<file path="src/rtl/quad_decoder_pkg.sv">
// Shared definitions for the quadrature decoder and its downstream pixel counter.
package quad_pkg;

  // Step commands understood by the downstream pixel counter.
  localparam logic [1:0] MOVE_IDLE = 2'b00;
  localparam logic [1:0] MOVE_INC  = 2'b10;
  localparam logic [1:0] MOVE_DEC  = 2'b01;

  // Classification of one change of the filtered {a, b} pair.
  typedef enum logic [1:0] {
    STEP_NONE,
    STEP_CW,
    STEP_CCW,
    STEP_ILLEGAL
  } step_t;

  // Direction of the partially accumulated detent.
  typedef enum logic {
    DIR_POS,
    DIR_NEG
  } dir_t;

  // Gray-code successor in the clockwise sequence 00->01->11->10->00.
  function automatic logic [1:0] cw_next(input logic [1:0] s);
    return {s[0], ~s[1]};
  endfunction

  // Gray-code successor in the counter-clockwise sequence 00->10->11->01->00.
  function automatic logic [1:0] ccw_next(input logic [1:0] s);
    return {~s[0], s[1]};
  endfunction

  // A one-bit change is a step whose direction follows the gray order;
  // a two-bit change cannot be attributed to either direction.
  function automatic step_t classify_step(input logic [1:0] prev,
                                          input logic [1:0] curr);
    step_t cls;
    if (curr == prev)
      cls = STEP_NONE;
    else if (curr == cw_next(prev))
      cls = STEP_CW;
    else if (curr == ccw_next(prev))
      cls = STEP_CCW;
    else
      cls = STEP_ILLEGAL;
    return cls;
  endfunction

endpackage

</file>
<file path="src/rtl/quad_decoder_if.sv">
// Encoder-side bundle: raw channels in, step/error reporting out.
interface quad_decoder_if;
  logic       enc_a;
  logic       enc_b;
  logic [1:0] move;
  logic       err;
  logic [7:0] err_cnt;

  // Encoder/stimulus side.
  modport master (output enc_a, output enc_b,
                  input  move,  input  err, input err_cnt);

  // Decoder side.
  modport slave  (input  enc_a, input  enc_b,
                  output move,  output err, output err_cnt);
endinterface

</file>
<file path="src/rtl/quad_decoder_debounce_filter.sv">
// Per-channel 2-flop synchroniser followed by a level debounce filter.
// The filtered output follows the synchronised input only after the
// input has differed from it for DEBOUNCE consecutive clk cycles.
module debounce_filter #(
  parameter int DEBOUNCE = 4
) (
  input  logic clk,
  input  logic rst_n,
  input  logic raw,
  output logic filt
);

  // Counter compare value; the filtered level flips on the cycle the
  // count of differing samples reaches DEBOUNCE.
  localparam logic [7:0] CNT_LAST = 8'(DEBOUNCE - 1);

  logic       sync1;
  logic       sync2;
  logic [7:0] cnt;

  // Bring the asynchronous encoder level into the clk domain.
  always_ff @(posedge clk or negedge rst_n) begin
    if (!rst_n) begin
      sync1 <= 1'b0;
      sync2 <= 1'b0;
    end else begin
      sync1 <= raw;
      sync2 <= sync1;
    end
  end

  // Count consecutive disagreeing samples; any agreeing sample restarts it.
  always_ff @(posedge clk or negedge rst_n) begin
    if (!rst_n) begin
      cnt  <= '0;
      filt <= 1'b0;
    end else if (sync2 == filt) begin
      cnt  <= '0;
    end else if (cnt == CNT_LAST) begin
      cnt  <= '0;
      filt <= sync2;
    end else begin
      cnt  <= cnt + 8'd1;
    end
  end

endmodule

</file>
<file path="src/rtl/quad_decoder.sv">
// Quadrature encoder decoder: debounces both channels, classifies each
// change of the filtered pair, accumulates same-direction steps and emits
// one move command per detent. Illegal two-bit changes are flagged and
// counted (saturating at 255).
module quad_decoder #(
  parameter int DEBOUNCE         = 4,
  parameter int STEPS_PER_DETENT = 4
) (
  input  logic           clk,
  input  logic           rst_n,
  quad_decoder_if.slave  bus
);
  import quad_pkg::*;

  localparam logic [2:0] DETENT = 3'(STEPS_PER_DETENT);

  logic       filt_a;
  logic       filt_b;
  logic [1:0] quad_prev;
  step_t      step_q;
  dir_t       dir;
  logic [2:0] mag;
  dir_t       step_dir;
  logic [2:0] mag_next;
  logic [1:0] move_r;
  logic       err_r;
  logic [7:0] err_cnt_r;

  debounce_filter #(.DEBOUNCE(DEBOUNCE)) u_filt_a (
    .clk   (clk),
    .rst_n (rst_n),
    .raw   (bus.enc_a),
    .filt  (filt_a)
  );

  debounce_filter #(.DEBOUNCE(DEBOUNCE)) u_filt_b (
    .clk   (clk),
    .rst_n (rst_n),
    .raw   (bus.enc_b),
    .filt  (filt_b)
  );

  // Classify each change of the filtered pair and register the result, so
  // the accumulator sees one clean step class per cycle with no dead cycles.
  always_ff @(posedge clk or negedge rst_n) begin
    if (!rst_n) begin
      quad_prev <= 2'b00;
      step_q    <= STEP_NONE;
    end else begin
      quad_prev <= {filt_a, filt_b};
      step_q    <= classify_step(quad_prev, {filt_a, filt_b});
    end
  end

  // Magnitude after this step: grows when continuing (or starting from
  // zero), restarts at one when the direction reverses.
  always_comb begin
    step_dir = (step_q == STEP_CCW) ? DIR_NEG : DIR_POS;
    mag_next = ((mag == 3'd0) || (dir == step_dir)) ? mag + 3'd1 : 3'd1;
  end

  // Accumulate steps, emit one move per detent, and flag illegal changes.
  always_ff @(posedge clk or negedge rst_n) begin
    if (!rst_n) begin
      dir       <= DIR_POS;
      mag       <= '0;
      move_r    <= MOVE_IDLE;
      err_r     <= 1'b0;
      err_cnt_r <= '0;
    end else begin
      move_r <= MOVE_IDLE;
      err_r  <= 1'b0;
      unique case (step_q)
        STEP_CW, STEP_CCW: begin
          dir <= step_dir;
          if (mag_next == DETENT) begin
            mag    <= '0;
            move_r <= (step_dir == DIR_POS) ? MOVE_INC : MOVE_DEC;
          end else begin
            mag <= mag_next;
          end
        end
        STEP_ILLEGAL: begin
          mag   <= '0;
          err_r <= 1'b1;
          if (err_cnt_r != 8'hFF)
            err_cnt_r <= err_cnt_r + 8'd1;
        end
        default: ;
      endcase
    end
  end

  assign bus.move    = move_r;
  assign bus.err     = err_r;
  assign bus.err_cnt = err_cnt_r;

endmodule
</file>
<file path="src/flat_wrapper.sv">
// flat-port wrapper written by rule: the top's interface ports become plain ports
module quad_decoder_flat import quad_pkg::*;
#(
  parameter int DEBOUNCE         = 4,
  parameter int STEPS_PER_DETENT = 4
)
  (clk, rst_n, bus_enc_a, bus_enc_b, bus_move, bus_err, bus_err_cnt);
  quad_decoder_if bus_i ();
  input  logic clk;
  input  logic rst_n;
  input wire logic [$bits(bus_i.enc_a)-1:0] bus_enc_a;
  input wire logic [$bits(bus_i.enc_b)-1:0] bus_enc_b;
  output wire logic [$bits(bus_i.move)-1:0] bus_move;
  output wire logic [$bits(bus_i.err)-1:0] bus_err;
  output wire logic [$bits(bus_i.err_cnt)-1:0] bus_err_cnt;
  assign bus_i.enc_a = bus_enc_a;
  assign bus_i.enc_b = bus_enc_b;
  assign bus_move = bus_i.move;
  assign bus_err = bus_i.err;
  assign bus_err_cnt = bus_i.err_cnt;
  quad_decoder #(.DEBOUNCE(DEBOUNCE), .STEPS_PER_DETENT(STEPS_PER_DETENT)) u_core (.clk(clk), .rst_n(rst_n), .bus(bus_i));
endmodule
</file>
<file path="config.mk">
export PLATFORM = sky130hd
export DESIGN_NAME = quad_decoder_flat
export DESIGN_NICKNAME = d
export VERILOG_FILES = /design/src/rtl/quad_decoder_pkg.sv /design/src/rtl/quad_decoder_if.sv /design/src/rtl/quad_decoder_debounce_filter.sv /design/src/rtl/quad_decoder.sv /design/src/flat_wrapper.sv
export SDC_FILE = /design/constraint.sdc
export NUM_CORES = 1
export LEC_CHECK = 0
export CAP_MARGIN = 20
export CORE_UTILIZATION = 56
export CTS_CLUSTER_DIAMETER = 40
export DETAILED_ROUTE_END_ITERATION = 12
export GPL_TIMING_DRIVEN = 1
export MAX_ROUTING_LAYER = met4
export PLACE_DENSITY = 0.84
export REMOVE_ABC_BUFFERS = 1
export SLEW_MARGIN = 20
export SYNTH_ARGS = -nofsm -noshare
export SYNTH_HDL_FRONTEND = slang
export SYNTH_SLANG_ARGS = --single-unit
export TNS_END_PERCENT = 30
</file>
<file path="constraint.sdc">
create_clock -name clk -period 2.7 [get_ports clk]
set_input_delay 0.27 -clock clk [delete_from_list [all_inputs] [get_ports clk]]
set_output_delay 0.27 -clock clk [all_outputs]
set_load 0.03 [all_outputs]
</file>
**Word level (Yosys, flattened, before mapping)**

Cells that the tools add are included.

- Register bits: 41

- Add/subtract/negate cells: 4
- Equality and inequality tests: 13
- Mux-type cells: 15
- Bitwise logic cells: 4
- Reductions and logical operators: 7

Operator list:

| kind | number |
|---|---|
| 8-bit 2-to-1 mux | 4 |
| 8-bit by 1-bit adder with 8-bit output, second input constant | 3 |
| 8-bit by 2-bit equality test with 1-bit output, second input constant | 2 |
| 2-bit 2-to-1 mux | 5 |
| 8-bit inequality test, second input constant | 1 |
| 2-bit equality test | 3 |
| 3-bit 2-to-1 mux | 2 |
| 3-bit one-hot mux with 2 select lines | 1 |
| 2-bit AND reduction | 3 |
| 2-bit equality test, second input constant | 2 |
| 1-bit NOT | 4 |
| 3-bit by 1-bit adder with 3-bit output, second input constant | 1 |
| 1-bit equality test | 3 |
| 3-bit equality test, second input constant | 1 |
| 3-bit zero test | 1 |
| 1-bit 2-to-1 mux | 3 |
| 2-bit by 1-bit equality test with 1-bit output, second input constant | 1 |
| 2-bit nonzero test | 1 |
| 2-bit OR reduction | 1 |
| 1-bit logical OR | 1 |

**Longest topological paths before layout**

Gate-level depths: netlist of run 1.

- Depth after elaboration: 8
- Depth in mapped cells: 5
- Mapped depth without buffers: 5

**Cells and area by module**

From an unflattened synthesis of run 1, not the netlist that was laid out.

- Cells, all modules: 173
- Area total of the unflattened synthesis: 1920.6 um2

By module, submodules not included:

| module | instances | cells an instance | area each (um2) | seq. area each (um2) |
|---|---|---|---|---|
| debounce_filter | 2 | 44 | 493.0 | 275.3 |
| quad_decoder | 1 | 85 | 934.6 | 475.5 |

**Worst setup path before layout of run 1**

No wires, ideal clock.

- Path kind: reg-to-reg
- Start: register u_core.err_cnt_r[0], in the netlist u_core.bus.err_cnt[0]
- End: register u_core.err_cnt_r[1], in the netlist u_core.bus.err_cnt[1]
- Data arrival time: 1.589 ns
- Path slack: 0.983 ns
- Cell stages (with the launch flop): 5
- Buffers on the path: 0
- Period minus slack after synthesis: 1.717 ns
- Cell sequence: dfrtp_1 > ha_1 > and4_1 > a21bo_2 > mux2_1

- Longest elaborated chain between the ends: 2

RTL lines:

| what | RTL line | RTL |
|---|---|---|
| from (decl) | quad_decoder.sv:27 | `logic [7:0] err_cnt_r;` |
| from (signal assigned) | quad_decoder.sv:87 | `err_cnt_r <= err_cnt_r + 8'd1;` |
| parallel branches: the longest is 2 deep, another holds 8-bit by 1-bit adder with 8-bit output | n/a |  |

Parallel ways; which one is timed is not known.
A chain may end at the register's enable or synchronous reset.

**Final worst setup path of run 1**

- Start: register u_core.err_cnt_r[2], in the netlist u_core.bus.err_cnt[2]
- End: output bus_err_cnt[2]

RTL lines:

| what | RTL line | RTL |
|---|---|---|
| to (decl) | flat_wrapper.sv:15 | `output wire logic [$bits(bus_i.err_cnt)-1:0] bus_err_cnt;` |

No word-level cell between the ends.

==> out/metrics.yaml, run 1 <==
run_status: "finished, final reports clean"
ant_nets: 0
post-place-cells: 228
cp_top_family: "buffers and inverters"
layout_common_cells: "dfrtp_1, nor2_1, clkdlybuf4s50_1, nand3_1"
crit_required_ns: 2.43
port_buffers: 14
core_area_sq_um: 3130
finalNonFillerCells: 236
hold_buffers: 0
cts_resized: 0
clock_path_buffers: 2
synthCells: 172
cts_tree: "built"
initial_core_util_pct: 60.4
grt_overflow: 0
fmax_ghz: 0.561
fin_crit_sh_pct: 66.0
p_leak_nw: 0.915
synth_warnings: 0
worst_pin_slew_ns: 0.875
min_period_ns: 1.78
place_area_sq_um: 2070
yosysTopAreaCell: "dfrtp_1"
critPathKind: "reg2out"
dieWidth_um: 60.1
clock_latency_ns: 0.33
cts_sinks: 41
finalSetupViolCount: 0
ys_types: 35
peakVddDrop_v: 0.000403
stdcell_area_sq_um: 2120
synth.top_cell.area_share_pct: 54.3
yosysSeqAreaShare_pct: 54.3
post_cts_buffers: 0
cp_num_buf_inv: 1
drive_above_1_share_pct: 6.77
cp_max_fo: 7
first_global_vias: 1353
fillCellCount: 247
hold_viol: 0
hpwl_um: 2290
grt_util_all_layers_pct: 21.9
syn_area_per_cell_sq_um: 11.0
cts-root-buf: "clkbuf_4"
holdCritPathClass: "in2async"
crit_path_cell_trace: "clkdlybuf4s50_1"
start_kind: "flop"
avgRoutedWirePerCell_um: 13.4
num_io_pins: 15
ys_top_cells_by_area: "dfrtp_1, ha_1, nand3_1"
grt_pass1_wl_um: 5580
maxCapViolations: 0
wl_um: 3170
synthToLayoutAreaGrowth_pct: 12.2
die-area_sq_um: 3610
synth.cell_area_sq_um: 1890
grt_start_max_net_pins: 42
clk_pin_slew_ns: 0.11
clock_skew_ns: 0.00604
tns_ns: 0
die_h_um: 60.1
diodes: 0
drt_iter0_drc: 95
critPathMaxStageDelay_ns: 0.71
fin_hold_ws_ns: 0.0464
final_common_cell: "dfrtp_1"
cts_buffers: 5
relSlewSlack_pct: 41.7
synth-seq-cells: 41
drc: 0
final_nets: 203
htree_levels: 2
crit_arrival_ns: 1.51
place.gp.congestion: 0.779
fin_util_pct: 67.8
antenna_found_initial: 0
cp_slowest_cell: "clkdlybuf4s50_1"
rows: 20
cp-end-kind: "primary output"
p_per_area_nw_per_um2: 915
viasPerCell: 5.56
drv_slew: 0
num_vias: 1312
firstDrtPassIters: 4
rsz0062_at_grt: "no"
[flip-flops by register name, indices dropped and copies added, names as in the netlist, 2 cells and up]
signal,count
u_core.u_filt_a.cnt,8
u_core.quad_prev,2
u_core.step_q,2
u_core.bus.move,2
u_core.u_filt_b.cnt,8
u_core.bus.err_cnt,8
u_core.mag,3
[per-stage QoR]
| stage | setup WS, ns | power (mW) |
|---|---|---|
| 2_1_floorplan | 0.983 | 1.45 |
| 3_3_place_gp | 1.03 | 1.62 |
| 3_5_place_dp | 0.937 | 1.68 |
| 4_1_cts | 0.903 | 1.97 |
| 5_1_grt | 0.816 | 2.10 |
| 6_report | 0.919 | 1.94 |
[worst paths after layout]
path,slack (ns),to,from,cells past startpoint
worst max-delay path,0.92,bus_err_cnt[2],u_core.bus.err_cnt[2],1
worst min-delay path,0.05,u_core.bus.move[1],rst_n,1
worst max register to register,0.93,u_core.u_filt_b.cnt[2],u_core.u_filt_b.cnt[0],4
worst min register to register,0.36,u_core.u_filt_a.sync2,u_core.u_filt_a.sync1,0
max in group asynchronous,2.11,u_core.u_filt_b.sync2,rst_n,1
min in group clk,0.36,u_core.u_filt_a.sync2,u_core.u_filt_a.sync1,0
[routing by layer]
metal	vias up	global-route usage, %	part of all wire (%)
met2	22	38.1	54
met5	-	-	0
met3	2	4.55	2.5
met4	0	12.0	0.57
li1	645	-	-
met1	643	22.9	43
[power breakdown]
group          leakage [nW]  switching [mW]  internal, mW  total, mW
logic                 0.355           0.393         0.332      0.726
registers             0.533           0.171         0.764      0.935
clock network        0.0265           0.178         0.104      0.282
[logic make-up after synthesis]
kind of cell             share of synthesized area, %
AND/OR/NAND/NOR                                  17.7
flip-flops                                       54.3
AO/OA/AOI/OAI                                    10.5
XOR/XNOR                                         5.10
buffers and inverters                            1.99
multiplexers                                     5.23
adder cells (fa/ha/maj)                          5.29
[cell usage after synthesis]
master and number:
a21bo_2 1, a21o_1 1, a21oi_1 11, a22o_1 1, and2_1 1, and3_1 1
and4_1 1, clkbuf_1 2, dfrtp_1 41, ha_1 8, inv_1 8, mux2_1 4
mux2_2 3, mux2i_1 2, nand2_1 11, nand2b_1 4, nand3_1 12, nand4_1 4
nor2_1 14, nor2b_1 2, nor3_1 3, nor3b_1 1, nor4_2 1, nor4b_1 1
o2111ai_1 1, o211ai_1 1, o21ai_0 10, o21bai_1 1, o31ai_1 2, o41ai_4 1
or3_1 5, or4_1 1, or4b_4 1, xnor2_1 5, xor2_1 6
[layout make-up]
type	count	area, sq um	share of cell area [%]
Tap cell	44	55.1	2.59
Inverter	8	30.0	1.42
Timing Repair Buffer	14	135	6.37
Multi-Input combinational cell	121	827	39.0
Sequential cell	41	1030	48.3
Clock buffer	8	48.8	2.30
No activity file was read; power rests on OpenSTA's default activity.
==> run 2, diff against run 1 <==
- clock period: 2.7 -> 1.7 ns (I/O delays scaled with it)
==> run 2 against run 1 <==
Effect of this change:
- the flow now finishes with violations (negative setup slack)
- sequential power is 58% higher
- clock skew is 0.0030 ns higher
- setup slack worse by 0.92 ns
- combinational power is 68% higher
- critical endpoint is now u_core.u_filt_b.filt
- highest routed layer unchanged
==> out/metrics.yaml, run 2 (same netlist as run 1, synthesis figures left out) <==
min_path_cells: 1
run_status: "complete, but fails checks"
relSlewSlack_pct: 69.8  # +28 points
drv_slew: 0  # unchanged
avgRoutedWirePerCell_um: 13.5  # +0.60%
maxCapViolations: 0  # unchanged
rows: 20  # unchanged
peakVddDrop_v: 0.000707  # +75%
p_leak_nw: 1.05  # +14%
diodes: 0  # unchanged
final_nets: 211  # +3.9%
drive_above_1_share_pct: 12.1  # +5.4 points
critPathKind: "reg2reg"
setup_slack_ns: -0.00600  # -0.925 ns
finalNonFillerCells: 242  # +2.5%
clk_pin_slew_ns: 0.11  # about the same
clock_latency_ns: 0.34  # about the same
cts_buffers: 5  # unchanged
cts_tree: "built"
die_h_um: 60.1  # unchanged
finalSetupViolCount: 2  # +2
grt_util_all_layers_pct: 21.6  # -0.27 points
viasPerCell: 5.66  # +1.8%
cp-end-kind: "flop"
finalPower_mw: 3.13  # +61%
cts-root-buf: "clkbuf_4"
hold_start: "bus_enc_a"
hold_viol: 0  # unchanged
num_vias: 1369  # +4.3%
reg2reg_depth: 4  # unchanged
port_buffers: 14  # unchanged
die-area_sq_um: 3610  # unchanged
fin_hold_ws_ns: 0.259  # +0.212 ns
r2r-end: "u_core.u_filt_b.filt"
layout_common_cells: "dfrtp_1, nor2_1, nand3_1, nand2_1"
final_common_cell: "dfrtp_1"
r2r_slack_ns: -0.006  # -0.94 ns
htree_levels: 2  # unchanged
clock_skew_ns: 0.00900  # +0.00296 ns
holdCritPathClass: "in2reg"
place.gp.congestion: 0.834  # +7.0%
cp_max_fo: 3  # -4
fin_crit_sh_pct: 100
dieWidth_um: 60.1  # unchanged
clock_path_buffers: 2  # unchanged
core_area_sq_um: 3130  # unchanged
r2r-start: "u_core.u_filt_b.cnt[0]"
crit_required_ns: 1.94  # -0.49 ns
firstDrtPassIters: 4  # unchanged
fin_util_pct: 70.9  # +3.1 points
violations: "negative setup slack"
drt_iter0_drc: 91  # -4.2%
grt_start_max_net_pins: 23  # -45%
post-place-cells: 233  # +2.2%
cts_sinks: 41  # unchanged
min_period_ns: 1.71
antenna_found_initial: 0  # unchanged
first_global_vias: 1290  # -4.7%
crit_arrival_ns: 1.94  # +0.43 ns
worst_pin_slew_ns: 0.453  # -0.421 ns
initial_core_util_pct: 60.4  # unchanged
wl_um: 3270  # +3.2%
drc: 0  # unchanged
fillCellCount: 229  # -7.3%
rsz0062_at_grt: "yes"
num_io_pins: 15  # unchanged
hpwl_um: 2340  # +1.8%
fmax_ghz: 0.586
grt_pass1_wl_um: 5450  # -2.2%
start_kind: "flop"
ant_nets: 0  # unchanged
p_per_area_nw_per_um2: 1410  # +54%
synthToLayoutAreaGrowth_pct: 17.3
grt_overflow: 0  # unchanged
holdPathEnd: "u_core.u_filt_a.sync1"
-- run 2: cell count changes in the layout (fill, tap and decap cells not counted), moves of 3 or more --
cell and change:
buf_4 +6, dlymetal6s2s_1 +6, clkbuf_1 -3, clkdlybuf4s50_1 -6
-- run 2: critical path, cell delays in order (launching register included) --
cell and delay (ns):
dfrtp_1 0.40, ha_2 0.19, or4b_4 0.49, nor4_2 0.18
mux2_1 0.34
-- run 2: power by group --
group,leakage [nW],internal (mW),switching [mW]
Combinational,0.487,0.576,0.641
Clock,0.0269,0.144,0.286
Sequential,0.533,1.21,0.266
Total,1.05,1.93,1.19
-- run 2: worst max-delay path by stage --
| stage | start | end | slack (ns) | depth (start not counted) |
|---|---|---|---|---|
| floorplan | u_core.bus.err_cnt[0] | u_core.bus.err_cnt[1] | -0.02 | 4 |
| global placement | u_core.u_filt_b.cnt[0] | u_core.u_filt_b.filt | 0.1 | 4 |
| detailed placement | u_core.u_filt_b.cnt[0] | u_core.u_filt_b.filt | 0.02 | 4 |
| CTS | u_core.u_filt_b.cnt[0] | u_core.u_filt_b.filt | 0.009 | 4 |
| global route | u_core.u_filt_b.cnt[0] | u_core.u_filt_b.cnt[3] | -0.06 | 5 |
| finish | u_core.u_filt_b.cnt[0] | u_core.u_filt_b.filt | -0.006 | 4 |
-- run 2: area by class of cell --
type	instances	area, sq um	share of cell area (%)
Sequential cell	41	1030	46.2
Clock inverter	1	5.00	0.226
Clock buffer	5	37.5	1.69
Tap cell	44	55.1	2.48
Inverter	8	30.0	1.35
Timing Repair Buffer	22	225	10.2
Multi-Input combinational cell	121	840	37.8
-- run 2: layer usage --
metal	global-route usage, %	wire length [um]	vias to the layer above
li1	-	-	665
met1	23.6	1380	656
met4	9.30	78	0
met5	-	0	-
met3	7.14	152	11
met2	35.8	1650	37
-- run 2: timing repair --
item                                    in CTS  in global routing
gates resized for setup                      0                  9
hold buffers                                 1                  0
endpoints found under the setup margin       0                 19
hold endpoints to repair                    19                  0
setup buffers                                0                  2
-- run 2: through the flow --
step,area (sq um),worst slack [ns],TNS [ns]
floorplan,1880,-0.0168,-0.0168
global placement,2120,0.0981,0
detailed placement,2120,0.0204,0
CTS,2180,0.00909,0
global route,2220,-0.0600,-0.360
finish,2220,-0.00600,-0.00663
